$ cat src/rtl/draw_sprite_if.sv
// rtl/draw_sprite_if.sv - sprite image ROM port: address out, pixel data back
interface draw_sprite_if #(
  parameter int ADDR_W = 12
);
  logic [ADDR_W-1:0] pixel_addr;
  logic [11:0]       rgb_pixel;

  modport master (output pixel_addr, input rgb_pixel);
  modport slave  (input pixel_addr, output rgb_pixel);
endinterface

$ cat src/rtl/draw_sprite.sv
// rtl/draw_sprite.sv - 2-stage sprite overlay on a VGA pixel stream
// Sprite position is captured on the vsync rising edge so a frame never tears.
module draw_sprite #(
  parameter int          SPRITE_W  = 64,
  parameter int          SPRITE_H  = 64,
  parameter int          ADDR_W    = 12,
  parameter logic [11:0] KEY_COLOR = 12'hF0F
) (
  input  logic        pclk,
  input  logic        rst,
  input  logic [10:0] hcount_in,
  input  logic [10:0] vcount_in,
  input  logic        hsync_in,
  input  logic        vsync_in,
  input  logic        hblnk_in,
  input  logic        vblnk_in,
  input  logic [11:0] rgb_in,
  input  logic [10:0] xpos,
  input  logic [10:0] ypos,
  output logic [10:0] hcount_out,
  output logic [10:0] vcount_out,
  output logic        hsync_out,
  output logic        vsync_out,
  output logic        hblnk_out,
  output logic        vblnk_out,
  output logic [11:0] rgb_out,
  draw_sprite_if.master rom_if
);
  localparam int XW = $clog2(SPRITE_W);
  localparam int YW = $clog2(SPRITE_H);

  typedef struct packed {
    logic [10:0] hcount;
    logic [10:0] vcount;
    logic        hsync;
    logic        vsync;
    logic        hblnk;
    logic        vblnk;
    logic [11:0] rgb;
  } vid_t;

  logic [10:0]       x_l_q, x_l_d, y_l_q, y_l_d;
  logic              vs_prev_q, vs_prev_d;
  vid_t              s1_q, s1_d, s2_q, s2_d;
  logic              in_box_q, in_box_d;
  logic [ADDR_W-1:0] addr_q, addr_d;
  logic [11:0]       h12, v12, xl12, yl12;
  logic [10:0]       dx, dy;

  always_comb begin
    x_l_d     = x_l_q;
    y_l_d     = y_l_q;
    vs_prev_d = vsync_in;
    if (vsync_in && !vs_prev_q) begin
      x_l_d = xpos;
      y_l_d = ypos;
    end

    s1_d = '{hcount: hcount_in, vcount: vcount_in, hsync: hsync_in,
             vsync: vsync_in, hblnk: hblnk_in, vblnk: vblnk_in, rgb: rgb_in};

    // 12-bit bounds so a sprite near column 2047 cannot wrap to the left edge
    h12  = {1'b0, hcount_in};
    v12  = {1'b0, vcount_in};
    xl12 = {1'b0, x_l_q};
    yl12 = {1'b0, y_l_q};
    in_box_d = (h12 >= xl12) && (h12 < xl12 + 12'(SPRITE_W)) &&
               (v12 >= yl12) && (v12 < yl12 + 12'(SPRITE_H));
    dx     = hcount_in - x_l_q;
    dy     = vcount_in - y_l_q;
    addr_d = in_box_d ? ADDR_W'({dy[YW-1:0], dx[XW-1:0]}) : '0;

    s2_d = s1_q;
    if (s1_q.hblnk || s1_q.vblnk) begin
      s2_d.rgb = '0;
    end else if (in_box_q && (rom_if.rgb_pixel != KEY_COLOR)) begin
      s2_d.rgb = rom_if.rgb_pixel;
    end
  end

  always_ff @(posedge pclk or negedge rst) begin
    if (!rst) begin
      x_l_q     <= '0;
      y_l_q     <= '0;
      vs_prev_q <= 1'b0;
      s1_q      <= '0;
      in_box_q  <= 1'b0;
      addr_q    <= '0;
      s2_q      <= '0;
    end else begin
      x_l_q     <= x_l_d;
      y_l_q     <= y_l_d;
      vs_prev_q <= vs_prev_d;
      s1_q      <= s1_d;
      in_box_q  <= in_box_d;
      addr_q    <= addr_d;
      s2_q      <= s2_d;
    end
  end

  assign rom_if.pixel_addr = addr_q;
  assign hcount_out        = s2_q.hcount;
  assign vcount_out        = s2_q.vcount;
  assign hsync_out         = s2_q.hsync;
  assign vsync_out         = s2_q.vsync;
  assign hblnk_out         = s2_q.hblnk;
  assign vblnk_out         = s2_q.vblnk;
  assign rgb_out           = s2_q.rgb;
endmodule

$ cat src/flat_wrapper.sv
// flat-port wrapper written by rule: the top's interface ports become plain ports
module draw_sprite_flat 
#(
  parameter int          SPRITE_W  = 64,
  parameter int          SPRITE_H  = 64,
  parameter int          ADDR_W    = 12,
  parameter logic [11:0] KEY_COLOR = 12'hF0F
)
  (pclk, rst, hcount_in, vcount_in, hsync_in, vsync_in, hblnk_in, vblnk_in, rgb_in, xpos, ypos, hcount_out, vcount_out, hsync_out, vsync_out, hblnk_out, vblnk_out, rgb_out, rom_if_pixel_addr, rom_if_rgb_pixel);
  draw_sprite_if #(.ADDR_W(ADDR_W)) rom_if_i ();
  input  logic pclk;
  input  logic rst;
  input  logic [10:0] hcount_in;
  input  logic [10:0] vcount_in;
  input  logic hsync_in;
  input  logic vsync_in;
  input  logic hblnk_in;
  input  logic vblnk_in;
  input  logic [11:0] rgb_in;
  input  logic [10:0] xpos;
  input  logic [10:0] ypos;
  output logic [10:0] hcount_out;
  output logic [10:0] vcount_out;
  output logic hsync_out;
  output logic vsync_out;
  output logic hblnk_out;
  output logic vblnk_out;
  output logic [11:0] rgb_out;
  output wire logic [$bits(rom_if_i.pixel_addr)-1:0] rom_if_pixel_addr;
  input wire logic [$bits(rom_if_i.rgb_pixel)-1:0] rom_if_rgb_pixel;
  assign rom_if_pixel_addr = rom_if_i.pixel_addr;
  assign rom_if_i.rgb_pixel = rom_if_rgb_pixel;
  draw_sprite #(.SPRITE_W(SPRITE_W), .SPRITE_H(SPRITE_H), .ADDR_W(ADDR_W), .KEY_COLOR(KEY_COLOR)) u_core (.pclk(pclk), .rst(rst), .hcount_in(hcount_in), .vcount_in(vcount_in), .hsync_in(hsync_in), .vsync_in(vsync_in), .hblnk_in(hblnk_in), .vblnk_in(vblnk_in), .rgb_in(rgb_in), .xpos(xpos), .ypos(ypos), .hcount_out(hcount_out), .vcount_out(vcount_out), .hsync_out(hsync_out), .vsync_out(vsync_out), .hblnk_out(hblnk_out), .vblnk_out(vblnk_out), .rgb_out(rgb_out), .rom_if(rom_if_i));
endmodule
$ cat config.mk
export PLATFORM = sky130hd
export DESIGN_NAME = draw_sprite_flat
export DESIGN_NICKNAME = d
export VERILOG_FILES = /design/src/rtl/draw_sprite_if.sv /design/src/rtl/draw_sprite.sv /design/src/flat_wrapper.sv
export SDC_FILE = /design/constraint.sdc
export NUM_CORES = 1
export LEC_CHECK = 0
export ABC_CLOCK_PERIOD_IN_PS = 2120
export BUFFER_PORTS_ARGS = -buffer_cell sky130_fd_sc_hd__buf_2
export CELL_PAD_IN_SITES_DETAIL_PLACEMENT = 1
export CELL_PAD_IN_SITES_GLOBAL_PLACEMENT = 1
export CORE_UTILIZATION = 37
export DETAILED_ROUTE_END_ITERATION = 12
export PLACE_DENSITY_LB_ADDON = 0.3
export SLEW_MARGIN = 20
export SYNTH_ARGS = -nofsm -noshare
export SYNTH_HDL_FRONTEND = slang
export SYNTH_SLANG_ARGS = --single-unit
$ cat constraint.sdc
create_clock -name pclk -period 2.12 [get_ports pclk]
set_clock_uncertainty 0.15 [all_clocks]
set_input_delay 0 -clock pclk [delete_from_list [all_inputs] [get_ports pclk]]
set_output_delay 0 -clock pclk [all_outputs]
set_load 0.005 [all_outputs]
==> metrics, run 1 <==
Remaining DRCs 0; NumNets Final 695; Hold WC Path Type input port to asynchronous set/reset pin; register bit total from synthesis 111; clk sink count 111; area delta synth->final 46.8%; FF+latch area 2780 µm²; final wirelength 12.5 mm; Netlist cell types 42; GPL Wtd Cong 0.840; die width 113 µm; die area 12800 µm²; vias in the first global route 3989; post-synth design cell area 4580 µm²; Post-DRT Antenna Nets 0; Seq/Total Area, Yosys 60.7%; top_reg_cell synth dfrtp_1; DP HPWL 8.20 mm; Tightest Pin Transition 408 ps; Avg Cell Area, Syn 12.8 µm²; RSZ-0062 raised after global routing yes; PortBufs 123; Comb pwr share 26.2%; initial antenna violation count 0; clk root buf clkbuf_16; peak supply drop 0.000373 V; Vias/cell 4.84; via count 3564; area share of the largest cell type after synthesis 60.7%; Starting Density 38.1%; post-route minimum period 2380 ps; Startpoint Class flip-flop; Critical Path RT 2220 ps; post-layout util 55.9%; sequential group share of total power 43.6%; 1st-iter DRT viols 135; failing checks setup timing; first-pass GRT wire length 19.9 mm; clock power share 30.2%; Sw Ratio 29.6%; crit path kind flip-flop to flip-flop; Longest Clk Path Bufs 2; top post-synthesis cells by count dfrtp_1, ha_1, nand2_1, o21ai_0, inv_1; drt pass-1 iters 4; die height 113 µm; leading cell types by total area after synthesis dfrtp_1, ha_1, o21ai_0; top-count cell post-synth dfrtp_1; critical path peak fanout 6; TritonCTS buffer count 9; Cell Area, Placed 5580 µm²; Max Cap Violations 0; syn nets 468; NetSw 0.00159 W; per-cell routed wire length 16.9 µm; status complete, but fails checks; clock-pin slew on the worst setup and hold paths 70 ps; Syn Inst Count 358; relative slew slack 72.1%; Int Pwr 0.00379 W; f_max 420 MHz; number of synthesized flops with an enable pin 0; Congestion Overflow GR 0; Setup WS post-layout -261 ps; warnings from Yosys 0; H-Tree Depth 3; # fillers 1260; fraction of registers with async set/reset 100%; CP arrival 2480 ps; setup TNS -3010 ps; global-route usage over all layers 20.5%; Pwr Density 801 nW/µm²; largest net degree at the start of global routing 40; final setup fails 13; row count 40; worst skew pair latency 350 ps; ANT cells 0; Leak Pwr 3.30 nW; footprint of the multi-input gates 1730 µm²; post-synth top area cell dfrtp_1; Ports 124; fin crit share 112%; Max Slew Vio Count 0; crit path capture type flip-flop; TritonCTS clock tree yes; core area 12000 µm²; fin area 6720 µm²; final hold violations 0; Power, Total 0.00538 W; share of layout cells above drive strength 1 34.2%; Setup Slack @ Placement -234 ps
## power groups by stage
stage / clock network, W / logic (W) / registers [W]
final: 0.00162 / 0.00141 / 0.00235
after global routing: 0.00176 / 0.00156 / 0.00236
after CTS: 0.00169 / 0.00134 / 0.00234
after detailed placement: 0 / 0.00119 / 0.00238
after global placement: 0 / 0.00115 / 0.00238
after floorplan: 0 / 0.000704 / 0.00238
## sequential cells by signal, indices dropped and copies added, names as in the netlist, 11 cells and up
name                      cells
u_core.vcount_out            11
u_core.rom_if.pixel_addr     12
u_core.y_l_q                 11
u_core.s1_q                  37
u_core.hcount_out            11
u_core.rgb_out               12
u_core.x_l_q                 11
## cell usage in the layout (no fill, tap or decap), drive strengths merged, types with 3 or more instances in the layout
master / instances
nand2: 28
xnor2: 8
o21ai: 28
o21a: 5
nor2b: 4
nand4b: 4
ha: 34
nor4: 7
a21oi: 12
nor2: 16
a21o: 4
o31a: 3
xor2: 3
nor4b: 5
o22ai: 4
nor3: 3
buf: 152
clkbuf: 11
inv: 29
mux2i: 10
dfrtp: 111
dlygate4sd3: 73
clkinv: 3
nand3: 10
## critical path, cell delays in order (launching register included)
cell and delay (ps):
dfrtp_2 450, ha_4 180, xnor2_1 180, ha_2 310, nor3_1 200, nor2_1 80
o22ai_2 190, o22ai_4 130, clkbuf_16 180, nor4_2 230
## cells by family after synthesis
group	count (synthesis)	synth area share [%]
fa+ha+maj	36	10.2
flops	111	60.7
mux	12	2.68
simple gates	85	11.1
xor+xnor	11	2.11
buf+inv	37	3.53
compound gates	66	9.73
## repair_timing
| item | CTS | global route |
|---|---|---|
| hold buffers | 74 | 0 |
| setup buffers | 0 | 1 |
| endpoints found under the hold margin | 185 | 0 |
| setup endpoints to repair | 13 | 13 |
| cloned | 0 | 1 |
| pin swaps | 1 | 3 |
| gates resized for setup | 3 | 9 |
## cell type report
cell class                      instances  share of cell area (%)
Clock inverter                          6                   0.801
Multi-Input combinational cell        210                    25.7
Inverter                               27                    1.51
Timing Repair Buffer                  226                    24.4
Sequential cell                       111                    41.4
Tap cell                              147                    2.74
Clock buffer                           10                    3.41
## routing by layer
layer / track usage [%] / wire length (µm) / vias to the layer above
met5: 0 / 0 / -
met4: 8.42 / 272 / 0
met3: 3.70 / 465 / 18
met2: 37.1 / 6470 / 84
met1: 24.0 / 5260 / 1764
li1: - / - / 1698
## per-stage QoR
stage | hold slack (ps) | std cells
floorplan | -446 | 358
global placement | -178 | 645
detailed placement | -169 | 645
CTS | 55.7 | 735
global route | 64.7 | 737
finish | 48.5 | 737
## path summary, 6_finish.rpt
kind / start / slack, ps / depth (start not counted) / to
worst max-delay path: u_core.x_l_q[6] / -260 / 9 / u_core.rom_if.pixel_addr[6]
worst min-delay path: rst / 50 / 3 / u_core.s1_q[30]
worst max register to register: u_core.x_l_q[6] / -260 / 9 / u_core.rom_if.pixel_addr[6]
worst min register to register: u_core.s1_q[16] / 190 / 0 / u_core.vcount_out[0]
max in group asynchronous: rst / 1460 / 3 / u_core.vcount_out[2]
min in group pclk: rgb_in[11] / 130 / 2 / u_core.s1_q[11]
Power figures use the tool's default switching activity.
==> run 2, diff against run 1 <==
ABC_CLOCK_PERIOD_IN_PS = 2700   (was 2120)
CORE_UTILIZATION = 40   (was 37)
CTS_BUF_LIST = sky130_fd_sc_hd__clkbuf_4 sky130_fd_sc_hd__clkbuf_8 sky130_fd_sc_hd__clkbuf_16   (was unset)
clock period = 2.7 ns   (was 2.12 ns; I/O delays follow)
==> metrics, run 2 (synthesis gave the netlist of run 1 again) <==
Max Slew Vio Count 0 (unchanged); die height 109 µm (-3.8%); most common cell after layout, fill and taps aside buf_2; Slowest cell on crit path dfrtp_2; H-Tree Depth 3 (unchanged); f_max 386 MHz (-8.2%); initial antenna violation count 0 (unchanged); Largest Register u_core.s1_q; Pwr Density 672 nW/µm² (-16%); clock-pin slew on the worst setup and hold paths 70 ps (about the same); crit path cell chain ha_2 -> nand3_1 -> xnor2_1 -> ha_1 -> a211oi_1 -> o211a_1 -> o22ai_4 -> buf_12 -> nor4b_1; Max stage delay on crit path 430 ps (-20 ps); relative slew slack 49.9% (-22 points); final hold violations 0 (unchanged); peak supply drop 0.000313 V (-16%); row count 38 (-5.0%); TritonCTS buffer count 9 (unchanged); RSZ-0062 raised after global routing no; NumNets Final 670 (-3.6%); die width 109 µm (-3.8%); max FFs per register 37 (unchanged); post-layout util 58.9% (+2.9 points); Startpoint Class flip-flop; clk root buf clkbuf_16; critical path peak fanout 13 (+7); worst skew pair latency 360 ps (about the same); final wirelength 13.0 mm (+4.0%); clk sink count 111 (unchanged); post-route minimum period 2590 ps (+212 ps); R2R depth 9 (unchanged); area delta synth->final 41.3%; core area 11000 µm² (-8.6%); fin crit share 96.0% (-16 points); WHS 6.78 ps (-41.7 ps); Power, Total 0.00434 W (-19%); per-cell routed wire length 18.5 µm (+9.1%); Leak Pwr 3.19 nW (-3.5%); 1st-iter DRT viols 154 (+14%); Longest Clk Path Bufs 2 (unchanged); TritonCTS clock tree yes; crit path capture type flip-flop; drt pass-1 iters 4 (unchanged); final setup fails 0 (-13); Vias/cell 4.99 (+3.1%); CP arrival 2690 ps (+210 ps); die area 11900 µm² (-7.4%); DP HPWL 7.98 mm (-2.7%); Crit path depth 9 (unchanged); Inst Count DP 615 (-4.7%); Post-DRT Antenna Nets 0 (unchanged); Remaining DRCs 0 (unchanged); most frequent cells in the layout buf_2, dfrtp_1, dlygate4sd3_1; global-route usage over all layers 23.1% (+2.6 points); Ports 124 (unchanged); Max Cap Violations 0 (unchanged); Worst Path Buf+Inv 1 (unchanged); Congestion Overflow GR 0 (unchanged); crit path kind flip-flop to flip-flop; Critical Path RT 2790 ps (+570 ps); Starting Density 41.7% (+3.6 points); Largest delay share family, worst path compound AO/OA/AOI/OAI gates; GPL Wtd Cong 0.797 (-5.1%); Hold WC Path Type input port to asynchronous set/reset pin; flop-to-flop setup slack 110 ps (+370 ps); Layout Cells excl Fill 703 (-4.6%); vias in the first global route 4001 (+0.30%); PortBufs 123 (unchanged); via count 3506 (-1.6%); ANT cells 0 (unchanged); share of layout cells above drive strength 1 29.7% (-4.6 points); largest net degree at the start of global routing 75 (+88%); Tightest Pin Transition 748 ps (+339 ps); status finished clean; first-pass GRT wire length 20.1 mm (+0.59%); setup TNS 0 ps (+3010 ps)
run 2: cell types whose count changed in the layout (fill, tap and decap cells not counted), sizes merged:
| cell | before | now |
|---|---|---|
| clkinvlp | 1 | 0 |
| buf | 152 | 128 |
| bufinv | 0 | 3 |
| clkbuf | 11 | 10 |
| inv | 29 | 27 |
| clkinv | 3 | 1 |
run 2: layout make-up:
class                      count  area [µm²]
tap                          140         175
sequential                   111        2780
timing repair buffer         201        1410
clock inverter                 4        95.1
inverter                      27         101
fill                        1137        4520
clock buffer                  10         239
multi-input combinational    210        1660
run 2: repair_timing:
| action | in CTS | in global routing |
|---|---|---|
| setup buffers | 0 | 1 |
| gates resized for setup | 1 | 4 |
| endpoints found under the hold margin | 185 | 0 |
| gates cloned | 0 | 0 |
| hold buffers | 73 | 0 |
| pin swaps | 0 | 1 |
| endpoints found under the setup margin | 3 | 13 |
run 2: worst paths after layout:
kind                            startpoint                           to
min in group pclk                 hsync_in              u_core.s1_q[15]
min                                    rst             u_core.hsync_out
min reg2reg                u_core.s1_q[16]         u_core.vcount_out[0]
max                        u_core.x_l_q[6]  u_core.rom_if.pixel_addr[3]
max reg2reg                u_core.x_l_q[6]  u_core.rom_if.pixel_addr[3]
max in group asynchronous              rst              u_core.y_l_q[3]
run 2: worst reg2reg max path, delay by kind of cell (launching register included):
kind,cells,cell delay (ps)
AO/OA/AOI/OAI,3,560
adder cells (fa/ha/maj),2,550
AND/OR/NAND/NOR,2,460
flip-flops,1,430
XOR/XNOR,1,170
buffers and inverters,1,160
run 2: metal layers:
metal,global-route usage [%],wire length [µm],vias up
li1,-,-,1639
met1,25.7,5130,1737
met2,42.1,6900,105
met3,4.66,603,25
met4,10.6,336,0
met5,0,0,-
run 2: power by group:
| part | internal, W | switching [W] | leakage [nW] | total (W) |
|---|---|---|---|---|
| logic | 0.000450 | 0.000532 | 1.67 | 0.000982 |
| registers | 0.00179 | 0.0000605 | 1.35 | 0.00185 |
| clock network | 0.000920 | 0.000592 | 0.164 | 0.00151 |
run 2: per-stage QoR:
stage | setup WS (ps) | area (µm²)
detailed placement | 105 | 5360
global placement | 266 | 5360
CTS | 114 | 6430
global route | 31.5 | 6460
finish | 107 | 6460
floorplan | 467 | 4580
==> run 3, diff against run 2 <==
MAX_ROUTING_LAYER = met4   (was unset)
==> metrics, run 3 (synthesis gave the netlist of run 1 again) <==
GPL Wtd Cong 0.808 (+1.4%); die width 109 µm (unchanged); CP arrival 2680 ps (about the same); Leak Pwr 3.19 nW (unchanged); share of layout cells above drive strength 1 29.7% (unchanged); Max Slew Vio Count 0 (unchanged); TritonCTS clock tree yes; Max Cap Violations 0 (unchanged); Largest Register u_core.s1_q; Post-DRT Antenna Nets 0 (unchanged); Max stage delay on crit path 420 ps (about the same); Worst Path Buf+Inv 1 (unchanged); Vias/cell 5.01 (+0.48%); PortBufs 123 (unchanged); Longest Clk Path Bufs 2 (unchanged); core area 11000 µm² (unchanged); clk sink count 111 (unchanged); Congestion Overflow GR 0 (unchanged); via count 3523 (+0.48%); Int Pwr 0.00316 W (about the same); crit path capture type flip-flop; fin area 6460 µm² (unchanged); setup TNS 0 ps (unchanged); largest net degree at the start of global routing 75 (unchanged); crit path cell chain ha_2 -> nand3_1 -> xnor2_1 -> ha_1 -> a211oi_1 -> o211a_1 -> o22ai_4 -> buf_12 -> nor4b_1; die height 109 µm (unchanged); Slowest cell on crit path dfrtp_1; row count 38 (unchanged); per-cell routed wire length 18.4 µm (-0.15%); vias in the first global route 3998 (-0.075%); area delta synth->final 41.3% (unchanged); first-pass GRT wire length 20.1 mm (unchanged); peak supply drop 0.000313 V (+0.26%); Hold WC Path Type input port to asynchronous set/reset pin; ANT cells 0 (unchanged); Critical Path RT 2790 ps (about the same); worst skew pair latency 350 ps (about the same); status finished clean; global-route usage over all layers 23.8% (+0.70 points); clock power share 34.7% (about the same); flop-to-flop setup slack 110 ps (about the same); crit path kind flip-flop to flip-flop; f_max 386 MHz (about the same); relative slew slack 49.7% (-0.16 points); critical path peak fanout 13 (unchanged); H-Tree Depth 3 (unchanged); Setup WS post-layout 109 ps (+1.82 ps); clk root buf clkbuf_16; most common cell after layout, fill and taps aside buf_2; die area 11900 µm² (unchanged); initial antenna violation count 0 (unchanged); DP HPWL 7.98 mm (unchanged); max FFs per register 37 (unchanged); NumNets Final 670 (unchanged); Tightest Pin Transition 750 ps (+2.46 ps); NetSw 0.00118 W (-0.50%); Starting Density 41.7% (unchanged); Cell Area, Placed 5360 µm² (unchanged); Comb pwr share 22.6% (about the same); clock-pin slew on the worst setup and hold paths 70 ps (about the same); footprint of the multi-input gates 1660 µm² (unchanged); TritonCTS buffer count 9 (unchanged); Largest delay share family, worst path adder cells; drt pass-1 iters 4 (unchanged); fin crit share 96.0% (about the same); post-route minimum period 2590 ps (-1.82 ps); Startpoint Class flip-flop; Remaining DRCs 0 (unchanged); Setup Slack @ Placement 105 ps (unchanged); most frequent cells in the layout buf_2, dfrtp_1, dlygate4sd3_1; Sw Ratio 27.2% (-0.10 points); Pwr Density 671 nW/µm² (-0.13%); 1st-iter DRT viols 123 (-20%); final setup fails 0 (unchanged); RSZ-0062 raised after global routing no; final wirelength 13.0 mm (-0.15%); FF+latch area 2780 µm² (unchanged); Ports 124 (unchanged); final hold violations 0 (unchanged); sequential group share of total power 42.6% (about the same); # fillers 1137 (unchanged)
## run 3: timing repair
action | CTS | global route
hold buffers | 73 | 0
setup buffers | 0 | 1
hold endpoints to repair | 185 | 0
pin swaps | 0 | 1
gates resized for setup | 1 | 4
setup endpoints to repair | 3 | 13
## run 3: power by group through the flow
stage	clock, W	combinational (W)	sequential, W
6_report	0.00151	0.000982	0.00185
5_1_grt	0.00160	0.00108	0.00186
4_1_cts	0.00153	0.000931	0.00185
3_5_place_dp	0	0.000823	0.00188
3_3_place_gp	0	0.000793	0.00187
2_1_floorplan	0	0.000544	0.00187
## run 3: worst register-to-register path, delay by kind of cell (launching register included)
| kind | cells | cell delay [ps] |
|---|---|---|
| adders and majority gates | 2 | 560 |
| buffers and inverters | 1 | 160 |
| AOI/OAI and AO/OA | 3 | 560 |
| xor gates and xnor gates | 1 | 170 |
| and+or+nand+nor | 2 | 460 |
| DFF | 1 | 420 |
## run 3: cell type report
cell class,count,area share (%)
multi-input combinational,210,25.7
clock inverter,4,1.47
timing repair buffer,201,21.8
sequential,111,43.0
inverter,27,1.57
tap,140,2.71
clock buffer,10,3.70
## run 3: layer usage
| metal | share of wire (%) | track usage [%] | vias to the layer above |
|---|---|---|---|
| li1 | - | - | 1640 |
| met1 | 40 | 25.7 | 1748 |
| met2 | 53 | 42.1 | 109 |
| met3 | 4.7 | 4.66 | 26 |
| met4 | 2.6 | 10.6 | 0 |
| met5 | 0 | - | - |
## run 3: final timing paths
check	from	to	cells after the start
min in group pclk	hsync_in	u_core.s1_q[15]	2
max in group asynchronous	rst	u_core.rom_if.pixel_addr[10]	3
max reg2reg	u_core.x_l_q[7]	u_core.rom_if.pixel_addr[3]	9
min reg2reg	u_core.s1_q[16]	u_core.vcount_out[0]	0
min	rst	u_core.hsync_out	2
max	u_core.x_l_q[7]	u_core.rom_if.pixel_addr[3]	9
## run 3: metrics by stage
step	util, %	hold slack (ps)	total power, W	instances
2_1_floorplan	-	-446	0.00241	358
3_3_place_gp	48.8	-157	0.00266	615
3_5_place_dp	48.8	-151	0.00270	615
4_1_cts	58.5	24.2	0.00430	702
5_1_grt	58.9	63.3	0.00454	703
6_report	58.9	10.3	0.00434	703
